## config.mk

```make
export PLATFORM = sky130hd
export DESIGN_NAME = gpu_command_arbiter
export DESIGN_NICKNAME = d
export VERILOG_FILES = /design/src/rtl/gpu_command_arbiter.sv
export SDC_FILE = /design/constraint.sdc
export NUM_CORES = 1
export LEC_CHECK = 0
export BUFFER_PORTS_ARGS = -buffer_cell sky130_fd_sc_hd__buf_2
export CAP_MARGIN = 20
export CORE_MARGIN = 1.5
export CORE_UTILIZATION = 30
export CTS_CLUSTER_SIZE = 28
export DETAILED_ROUTE_END_ITERATION = 8
export GPL_ROUTABILITY_DRIVEN = 0
export SYNTH_ARGS = -nofsm -noshare
export SYNTH_HDL_FRONTEND = slang
export SYNTH_SLANG_ARGS = --single-unit
```

## constraint.sdc

```tcl
create_clock -name gpuClk -period 7.3 [get_ports gpuClk]
set_clock_uncertainty 0.15 [all_clocks]
set_input_delay 2.19 -clock gpuClk [delete_from_list [all_inputs] [get_ports gpuClk]]
set_output_delay 2.19 -clock gpuClk [all_outputs]
set_load 0.01 [all_outputs]
```

## src/rtl/gpu_command_arbiter.sv

```systemverilog
// gpu_command_arbiter: shares the single GPU command/data port between the
// host command path and the layer-header updater, one command in flight.
// Ports:
//   gpuClk, rst            clock, asynchronous active-low reset
//   gpuBusyController      GPU controller busy (1 = busy)
//   frameRendering         blocks every new grant while high
//   host*/upd*             valid/lock/command/data in, ready out (comb)
//   gpuCommand/gpuData     registered command/data to the GPU
//   gpuCmdValid            one-cycle issue strobe
//   grantOwner             00 none, 01 host, 10 updater
//   arbBusy, cmdTimeout    not idle; sticky wait-timeout flag
module gpu_command_arbiter #(
   parameter int TIMEOUT_CYCLES = 1024,
   parameter int MAX_UPD_STREAK = 4
) (
   input  logic        gpuClk,
   input  logic        rst,
   input  logic        gpuBusyController,
   input  logic        frameRendering,
   input  logic        hostValid,
   input  logic        hostLock,
   input  logic [15:0] hostCommand,
   input  logic [15:0] hostData,
   output logic        hostReady,
   input  logic        updValid,
   input  logic        updLock,
   input  logic [15:0] updCommand,
   input  logic [15:0] updData,
   output logic        updReady,
   output logic [15:0] gpuCommand,
   output logic [15:0] gpuData,
   output logic        gpuCmdValid,
   output logic [1:0]  grantOwner,
   output logic        arbBusy,
   output logic        cmdTimeout
);

   localparam int TW = $clog2(TIMEOUT_CYCLES + 1);
   localparam int SW = $clog2(MAX_UPD_STREAK + 1);

   localparam logic [TW-1:0] TMO_LAST   = TW'(TIMEOUT_CYCLES - 1);
   localparam logic [TW-1:0] TMO_MAX    = TW'(TIMEOUT_CYCLES);
   localparam logic [SW-1:0] STREAK_MAX = SW'(MAX_UPD_STREAK);

   localparam logic [1:0] OWN_NONE = 2'b00;
   localparam logic [1:0] OWN_HOST = 2'b01;
   localparam logic [1:0] OWN_UPD  = 2'b10;

   typedef enum logic [1:0] {
      S_IDLE  = 2'd0,
      S_ISSUE = 2'd1,
      S_WAIT  = 2'd2
   } state_t;

   state_t        state_q;
   state_t        state_d;
   logic [15:0]   cmd_q;
   logic [15:0]   cmd_d;
   logic [15:0]   data_q;
   logic [15:0]   data_d;
   logic          cmd_valid_q;
   logic          cmd_valid_d;
   logic [1:0]    owner_q;
   logic [1:0]    owner_d;
   logic [SW-1:0] streak_q;
   logic [SW-1:0] streak_d;
   logic [TW-1:0] tmo_cnt_q;
   logic [TW-1:0] tmo_cnt_d;
   logic          timeout_q;
   logic          timeout_d;

   logic any_valid;
   logic host_wins;
   logic wait_first;
   logic tmo_hit;
   logic owner_lock;
   logic owner_valid;
   logic burst_ok;
   logic host_rdy;
   logic upd_rdy;

   // Request-side qualifiers.
   always_comb begin
      any_valid   = hostValid | updValid;
      // Updater wins unless it has starved a waiting host long enough.
      host_wins   = hostValid &
                    (~updValid | (streak_q == STREAK_MAX));
      // Counter holds the number of completed WAIT cycles.
      wait_first  = (tmo_cnt_q == '0);
      tmo_hit     = (tmo_cnt_q == TMO_LAST);
      owner_lock  = 1'b0;
      owner_valid = 1'b0;
      unique case (1'b1)
         (owner_q == OWN_HOST): begin
            owner_lock  = hostLock;
            owner_valid = hostValid;
         end
         (owner_q == OWN_UPD): begin
            owner_lock  = updLock;
            owner_valid = updValid;
         end
         default: begin
            owner_lock  = 1'b0;
            owner_valid = 1'b0;
         end
      endcase
      burst_ok = owner_lock & owner_valid & ~frameRendering;
   end

   // Next-state logic.
   always_comb begin
      state_d   = state_q;
      cmd_d     = cmd_q;
      data_d    = data_q;
      owner_d   = owner_q;
      streak_d  = streak_q;
      tmo_cnt_d = tmo_cnt_q;
      timeout_d = timeout_q;
      host_rdy  = 1'b0;
      upd_rdy   = 1'b0;

      unique case (state_q)
         S_IDLE: begin
            if (!frameRendering && any_valid) begin
               host_rdy = host_wins;
               upd_rdy  = ~host_wins;
            end
         end
         S_ISSUE: begin
            state_d   = S_WAIT;
            tmo_cnt_d = '0;
         end
         S_WAIT: begin
            if (tmo_cnt_q != TMO_MAX) begin
               tmo_cnt_d = tmo_cnt_q + TW'(1);
            end
            // Busy dropping beats a coincident timeout.
            if (!wait_first && !gpuBusyController) begin
               if (burst_ok) begin
                  host_rdy = (owner_q == OWN_HOST);
                  upd_rdy  = (owner_q == OWN_UPD);
               end else begin
                  state_d = S_IDLE;
                  owner_d = OWN_NONE;
               end
            end else if (tmo_hit && gpuBusyController) begin
               timeout_d = 1'b1;
               state_d   = S_IDLE;
               owner_d   = OWN_NONE;
            end
         end
         default: begin
            state_d = S_IDLE;
            owner_d = OWN_NONE;
         end
      endcase

      if (host_rdy) begin
         state_d  = S_ISSUE;
         cmd_d    = hostCommand;
         data_d   = hostData;
         owner_d  = OWN_HOST;
         streak_d = '0;
      end else if (upd_rdy) begin
         state_d = S_ISSUE;
         cmd_d   = updCommand;
         data_d  = updData;
         owner_d = OWN_UPD;
         // Only contested IDLE grants starve the host.
         if (state_q == S_IDLE && hostValid &&
             streak_q != STREAK_MAX) begin
            streak_d = streak_q + SW'(1);
         end
      end

      cmd_valid_d = (state_d == S_ISSUE);
   end

   always_ff @(posedge gpuClk or negedge rst) begin
      if (!rst) begin
         state_q     <= S_IDLE;
         cmd_q       <= '0;
         data_q      <= '0;
         cmd_valid_q <= 1'b0;
         owner_q     <= OWN_NONE;
         streak_q    <= '0;
         tmo_cnt_q   <= '0;
         timeout_q   <= 1'b0;
      end else begin
         state_q     <= state_d;
         cmd_q       <= cmd_d;
         data_q      <= data_d;
         cmd_valid_q <= cmd_valid_d;
         owner_q     <= owner_d;
         streak_q    <= streak_d;
         tmo_cnt_q   <= tmo_cnt_d;
         timeout_q   <= timeout_d;
      end
   end

   assign hostReady   = host_rdy;
   assign updReady    = upd_rdy;
   assign gpuCommand  = cmd_q;
   assign gpuData     = data_q;
   assign gpuCmdValid = cmd_valid_q;
   assign grantOwner  = owner_q;
   assign arbBusy     = (state_q != S_IDLE);
   assign cmdTimeout  = timeout_q;

endmodule

```

# Yosys cells after proc, flatten, opt, wreduce, memory -nomap -nowiden
# Cells that the tools add are included.
# W data, S select, Z words.
# op_classes
add_sub_neg	2
multipliers	0
div	0
n_lt_le_gt_ge	0
eq_ne	13
n_shift	0
n_mux	31
bitwise_logic	9
n_reduce_logical	19
# op_table
op	count
$mux W16	4
$pmux W11 S2	1
$mux W2	10
$add A11 B1 Y11 const B	1
$eq A11 B10 Y1 const B	1
$logic_not A11 Y1	1
$mux W11	1
$ne A11 B11 Y1 const B	1
$ne A5 B5 Y1 const B	2
$mux W3	3
$pmux W1 S2	4
$reduce_bool A2 Y1	4
$eq A2 B1 Y1 const B	3
$mux W1	6
$pmux W2 S3	1
$reduce_and A3 Y1	2
$logic_and A1 B1 Y1	5
$eq A2 B2 Y1 const B	2
$not A1 Y1	4
$pmux W2 S2	1
$reduce_and A2 Y1	2
$add A3 B1 Y3 const B	1
$and A1 B1 Y1	3
$eq A3 B3 Y1 const B	1
7 further kinds	10
# totals
register_bits	52
latchBits	0
ram_bits	0
romBits	0
inputBits	72
output_inout_bits	39
word_cells	82
memories	0

# Logic depth before layout (Yosys ltp)
# Gate-level depths: netlist of the first run.
# depth
depth_word	10
ltp_mapped	9
ltp_nobuf	7

# Worst setup path after synthesis of the first run
# OpenSTA, ideal clock, no wires.
# synth_path
kind	input-to-output
start	in updLock
end	out hostReady
arrival_ns	3.309
t_required_ns	4.960
setup_slack_ns	1.651
cell_stages	5
cell_sequence	a22oi_1 nor4_1 a41oi_2 buf_2 inv_2
# synth_via
elab_chain_len	6
# synth_lines
element	line_no	text
from (decl)	26	input logic updLock,
$pmux W1 S2	93	unique case (1'b1)
$and A1 B1 Y1 (2 in a row)	107	burst_ok = owner_lock & owner_valid & ~frameRendering;
$mux W1	139	if (burst_ok) begin
$mux W1	138	if (!wait_first && !gpuBusyController) begin
$pmux W1 S2	122	unique case (state_q)
to (decl)	24	output logic hostReady,
# Every way passes these cells.

# Worst setup path in the final report of the first run
# layout_path
start	in updValid
end	out updReady
# layout_via
elab_chain_len	6
elab_cells_between_ends	13
classes_between	mux (5); bitwise (7); reduce/logical (1)
# layout_lines
element	line_no	text
from (decl)	25	input logic updValid,
$pmux W1 S2 or $not A1 Y1 (tied branches)	93, 87	
$and A1 B1 Y1 or $or A1 B1 Y1 (tied branches)	107, 87	
$and A1 B1 Y1, on equally long branches	107, 86	
$mux W1 or $not A1 Y1 (tied branches)	139, 126	
$mux W1, on equally long branches	138, 124	
$pmux W1 S2 (*)	122	
to (decl)	29	output logic updReady,
# Every way passes the cells marked *; elsewhere a longest branch is shown, timed or not.

==> impl_metrics.json, run 1 <==
{
  "fp.dieW_um": 97.0,
  "crit_path_frequent_cell": "buf_2",
  "powerDensity_mw_per_mm2": 326,
  "slowest_delay_ns": 0.44,
  "clk_latency_ns": 0.30,
  "synth_nets": 342,
  "dp_slack_ns": 1.59,
  "core_mm2": 0.00864,
  "met3_usage_pct": 3.61,
  "viasPerCell": 4.74,
  "postCtsSetupBuffers": 0,
  "synthArstFlopShare_pct": 100,
  "p_leak_nw": 1.81,
  "htreeDepth": 2,
  "grt_pass1_wl_um": 10100,
  "setup_violations": 0,
  "yosysWarnings": 0,
  "status": "complete, no violations",
  "fin_crit_sh_pct": 78.5,
  "avgSynthCellArea_um2": 10.0,
  "irDropWorstVdd_mv": 0.120,
  "wirelength_um": 5970,
  "yosysSeqAreaShare_pct": 49.1,
  "pwr-share-seq_pct": 42.7,
  "top_usage_layer": "met2",
  "min_period_ns": 5.73,
  "die_area_mm2": 0.00941,
  "fill_cells": 855,
  "root_buffer": "clkbuf_8",
  "wl_per_cell_um": 12.4,
  "grt_pass1_vias": 2165,
  "n_antenna_cell": 0,
  "fin_tns_setup_ns": 0,
  "fmax_mhz": 174,
  "comb_power_share_pct": 42.0,
  "clkSinkCount": 52,
  "syn-cell-area_mm2": 0.00265,
  "ctsLongestPathBuffers": 2,
  "hold_viol": 0,
  "cp-start-kind": "input pin",
  "grt_max_degree": 68,
  "max_slew_margin_pct": 49.7,
  "grt_overflow": 0,
  "pwr-share-clk_pct": 15.3,
  "placed_cells_incl_taps": 473,
  "crit_slowest_cell": "a41oi_1",
  "p_sw_mw": 0.427,
  "start_util_pct": 30.7,
  "port-buffer-count": 110,
  "grt_util_all_layers_pct": 12.9,
  "drcViolationCount": 0,
  "path_max_fanout": 5,
  "cts_tree": "yes",
  "worst_hold_slack_ns": 0.317,
  "critPathBufInv": 4,
  "cts_hold_buf": 0,
  "dp_hpwl_um": 4270,
  "yosysUniqueCellTypes": 40,
  "synthToLayoutAreaGrowth_pct": 27.3,
  "intPower_mw": 0.673,
  "power.total_mw": 1.10,
  "final.setup.worst_slack_ns": 1.57,
  "cts.repair.resized": 0,
  "endpoint_kind": "output pin",
  "synthCells": 264,
  "synth_edf_count": 0,
  "vias": 2280,
  "grt_util_met1_pct": 17.8,
  "worstSetupPathType": "in2out",
  "synth_flop_cell": "dfrtp_1",
  "cts_buffers": 5,
  "grt_util_met2_pct": 20.1,
  "drt-initial-drc-count": 60,
  "crit_family": "compound AO/OA/AOI/OAI gates",
  "die_h_um": 97.0,
  "ant_nets": 0,
  "num_rows": 34,
  "cp.required_ns": 4.96,
  "cp_data_arrival_time_ns": 3.39,
  "drive_gt1_share_pct": 34.0,
  "cap_violations": 0,
  "switching_share_pct": 38.8,
  "antenna_found_initial": 0,
  "io_pins": 111,
  "worst_pin_slew_ns": 0.749,
  "fin_cells": 481,
  "first_pass_iters": 4,
  "clkSlewWorstSetupHoldPaths_ns": 0.10,
  "fin_nets": 450,
  "yosys_register_bits": 52,
  "path_cells": "buf_2 -> a22oi_1 -> nor4_1 -> buf_4 -> a41oi_1 -> inv_1 -> buf_2",
  "min_path_type": "reg2reg",
  "rsz0062_at_grt": "no",
  "finalMaxSlewViolations": 0
}
## through the flow
step	util (%)	instance area (um^2)
after floorplan	-	2650
after CTS	39.1	3380
after global routing	39.1	3380
final	39.1	3380
after detailed placement	38.0	3290
after global placement	38.0	3290
## synth_stat cells (2+ instances only)
| master | n | area [um^2] |
|---|---|---|
| mux2i_1 | 34 | 340 |
| nand4_1 | 5 | 31.3 |
| nand2b_1 | 2 | 12.5 |
| nand2_1 | 11 | 41.3 |
| nand3_1 | 5 | 25.0 |
| nor4_1 | 2 | 12.5 |
| clkbuf_1 | 6 | 22.5 |
| and3_1 | 3 | 18.8 |
| xor2_1 | 2 | 17.5 |
| a21oi_1 | 36 | 180 |
| inv_1 | 10 | 37.5 |
| dfrtp_1 | 52 | 1300 |
| buf_2 | 4 | 20.0 |
| o31a_1 | 3 | 26.3 |
| nor2_1 | 40 | 150 |
| o21ai_0 | 9 | 45.0 |
| o31ai_1 | 5 | 37.5 |
| buf_12 | 2 | 40.0 |
| ha_1 | 6 | 75.1 |
| a32o_1 | 2 | 20.0 |
| nor2b_1 | 3 | 18.8 |
| or3_1 | 3 | 18.8 |
| a22oi_1 | 2 | 15.0 |
## layout by cell type (no fill, tap or decap), drive strengths merged, types with 5 or more instances in the layout
cell type / n
inv: 11
buf: 114
ha: 6
nand3: 5
a21oi: 36
o21ai: 9
nor2: 40
clkbuf: 8
o31ai: 5
mux2i: 34
nand4: 5
nand2: 11
dfrtp: 52
## area by class of cell
cell class	count	area (um^2)	area share (%)
inverters	11	41.3	1.22
repair buffers	114	581	17.2
well taps	108	135	4.00
clock buffers	8	90.1	2.67
multi-input cells	188	1230	36.4
flip-flops and latches	52	1300	38.5
## sequential cells by signal, indices dropped and copies added (netlist names)
name,flops
gpuCommand,16
tmo_cnt_q,11
streak_q,3
gpuData,16
gpuCmdValid,1
grantOwner,2
state_q,2
cmdTimeout,1
## worst paths after layout
path	end	slack (ns)	cells past startpoint	start
min in group asynchronous	gpuCommand[1]	1.84	2	rst
max in group asynchronous	gpuData[3]	4.72	2	rst
hold reg to reg	cmdTimeout	0.32	1	cmdTimeout
setup reg to reg	gpuCommand[15]	4.32	8	tmo_cnt_q[0]
hold / removal	cmdTimeout	0.32	1	cmdTimeout
setup / recovery	updReady	1.57	7	updValid
## per-layer routing
layer  wire [um]  part of all wire, %
met1        2900                   49
met2        2660                   45
met3         358                  6.0
met4          56                 0.94
met5           0                    0
## power groups by stage
stage	Clock [mW]	Combinational (mW)	Sequential, mW
floorplan	0	0.242	0.514
global placement	0	0.460	0.472
detailed placement	0	0.470	0.471
CTS	0.179	0.469	0.470
global route	0.192	0.517	0.487
finish	0.169	0.462	0.469
## kinds of logic (layout without fill, tap and decap cells)
logic type,count (synthesis),count (layout),share of synthesized area [%]
muxes,34,34,12.8
xor gates and xnor gates,2,2,0.661
AOI/OAI and AO/OA,65,65,14.9
buffers and inverters,24,133,5.10
and+or+nand+nor,81,81,14.6
DFF,52,52,49.1
adders and majority gates,6,6,2.83
(Power assumes the default switching activity.)
==> inputs of run 2 (changes only) <==
==> constraint.sdc (replaced) <==
create_clock -name gpuClk -period 5.65 [get_ports gpuClk]
set_clock_uncertainty 0.15 [all_clocks]
set_input_delay 1.695 -clock gpuClk [delete_from_list [all_inputs] [get_ports gpuClk]]
set_output_delay 1.695 -clock gpuClk [all_outputs]
set_load 0.01 [all_outputs]
==> run 2 against run 1 <==
Sequential share of layout area unchanged; combinational power up 28%; non-clock buffer count unchanged; register-to-register slack worse by 1.6 ns; first-iteration DRC count up 22%; worst hold slack better by 0.0026 ns; clock power up 30%; sequential power up 30%; via count up 0.75%; routed wire length about the same; critical path type unchanged.
==> impl_metrics.json, run 2 (same netlist as run 1, synthesis figures left out) <==
{
  "min_period_ns": 4.69,
  "fin_tns_setup_ns": 0,
  "dp_hpwl_um": 4450,
  "ctsLongestPathBuffers": 2,
  "die_area_mm2": 0.00941,
  "fmax_mhz": 213,
  "synthToLayoutAreaGrowth_pct": 27.3,
  "grt_pass1_wl_um": 10600,
  "path_cells": "buf_2 -> a22oi_1 -> nor4_1 -> buf_4 -> a41oi_1 -> inv_1 -> buf_2",
  "antenna_found_initial": 0,
  "cp_data_arrival_time_ns": 2.84,
  "grt_pass1_vias": 2271,
  "viasPerCell": 4.78,
  "rsz0062_at_grt": "no",
  "first_pass_iters": 4,
  "place_area_mm2": 0.00329,
  "min_path_type": "reg2reg",
  "status": "complete, no violations",
  "p_leak_nw": 1.81,
  "cts.repair.resized": 0,
  "placed_cells_incl_taps": 473,
  "worst_pin_slew_ns": 0.697,
  "crit_path_frequent_cell": "buf_2",
  "setup_violations": 0,
  "n_antenna_cell": 0,
  "fin_cells": 481,
  "slowest_delay_ns": 0.40,
  "crit_slowest_cell": "a41oi_1",
  "drcViolationCount": 0,
  "start_util_pct": 30.7,
  "vias": 2297,
  "ant_nets": 0,
  "cts_hold_buf": 0,
  "grt_overflow": 0,
  "grt_util_all_layers_pct": 13.5,
  "cp.required_ns": 3.81,
  "wirelength_um": 5980,
  "fin_nets": 450,
  "final_area_mm2": 0.00338,
  "htreeDepth": 2,
  "core_mm2": 0.00864,
  "root_buffer": "clkbuf_8",
  "max_slew_margin_pct": 53.2,
  "finalMaxSlewViolations": 0,
  "clkSinkCount": 52,
  "worstSetupPathType": "in2out",
  "final_common_cell": "buf_2",
  "fp.dieW_um": 97.0,
  "grt_max_degree": 53,
  "irDropWorstVdd_mv": 0.174,
  "wl_per_cell_um": 12.4,
  "postCtsSetupBuffers": 0,
  "fill_cells": 866,
  "cp-start-kind": "input pin",
  "die_h_um": 97.0,
  "fin_crit_sh_pct": 82.9,
  "drive_gt1_share_pct": 34.0,
  "hold_viol": 0,
  "port-buffer-count": 110,
  "io_pins": 111,
  "path_max_fanout": 5,
  "powerDensity_mw_per_mm2": 421,
  "cap_violations": 0,
  "cts_buffers": 5,
  "clk_latency_ns": 0.30,
  "layout_common_cells": "buf_2, dfrtp_1, nor2_1, a21oi_1, mux2i_1",
  "drt-initial-drc-count": 73,
  "endpoint_kind": "output pin",
  "final_util_pct": 39.1,
  "cts_tree": "yes",
  "num_rows": 34,
  "clkSlewWorstSetupHoldPaths_ns": 0.10
}
run 2: power by group:
group	internal (mW)	switching (mW)
Sequential	0.515	0.0954
Combinational	0.253	0.337
Clock	0.100	0.119
Total	0.869	0.551
run 2: critical path, delay by kind of cell:
kind / cells / cell delay [ns]
AND/OR/NAND/NOR: 1 / 0.07
buffers and inverters: 4 / 0.50
AO/OA/AOI/OAI: 2 / 0.58
run 2: path summary, 6_finish.rpt:
path	to	cells after the start	slack, ns	from
hold / removal	cmdTimeout	1	0.32	cmdTimeout
hold reg to reg	cmdTimeout	1	0.32	cmdTimeout
min in group asynchronous	gpuCommand[6]	2	1.35	rst
setup / recovery	updReady	7	0.96	updValid
setup reg to reg	gpuCommand[15]	8	2.69	tmo_cnt_q[0]
max in group asynchronous	state_q[1]	2	3.55	rst
run 2: area by class of cell:
cell class	count	area (um^2)	share of cell area, %
tap	108	135	4.00
multi-input combinational	188	1230	36.4
sequential	52	1300	38.5
timing repair buffer	114	581	17.2
clock buffer	8	90.1	2.67
inverter	11	41.3	1.22
run 2: layer usage:
layer | track usage (%) | wire [um]
met1 | 19.0 | 2880
met2 | 20.8 | 2690
met3 | 3.11 | 344
met4 | 3.90 | 68
met5 | 0 | 0
run 2: through the flow:
stage / total power, mW / setup slack [ns] / hold slack, ns
2_1_floorplan: 0.977 / 0.991 / 0.322
3_3_place_gp: 1.20 / 0.972 / 0.304
3_5_place_dp: 1.22 / 0.958 / 0.297
4_1_cts: 1.44 / 0.948 / 0.328
5_1_grt: 1.55 / 0.887 / 0.357
6_report: 1.42 / 0.965 / 0.319
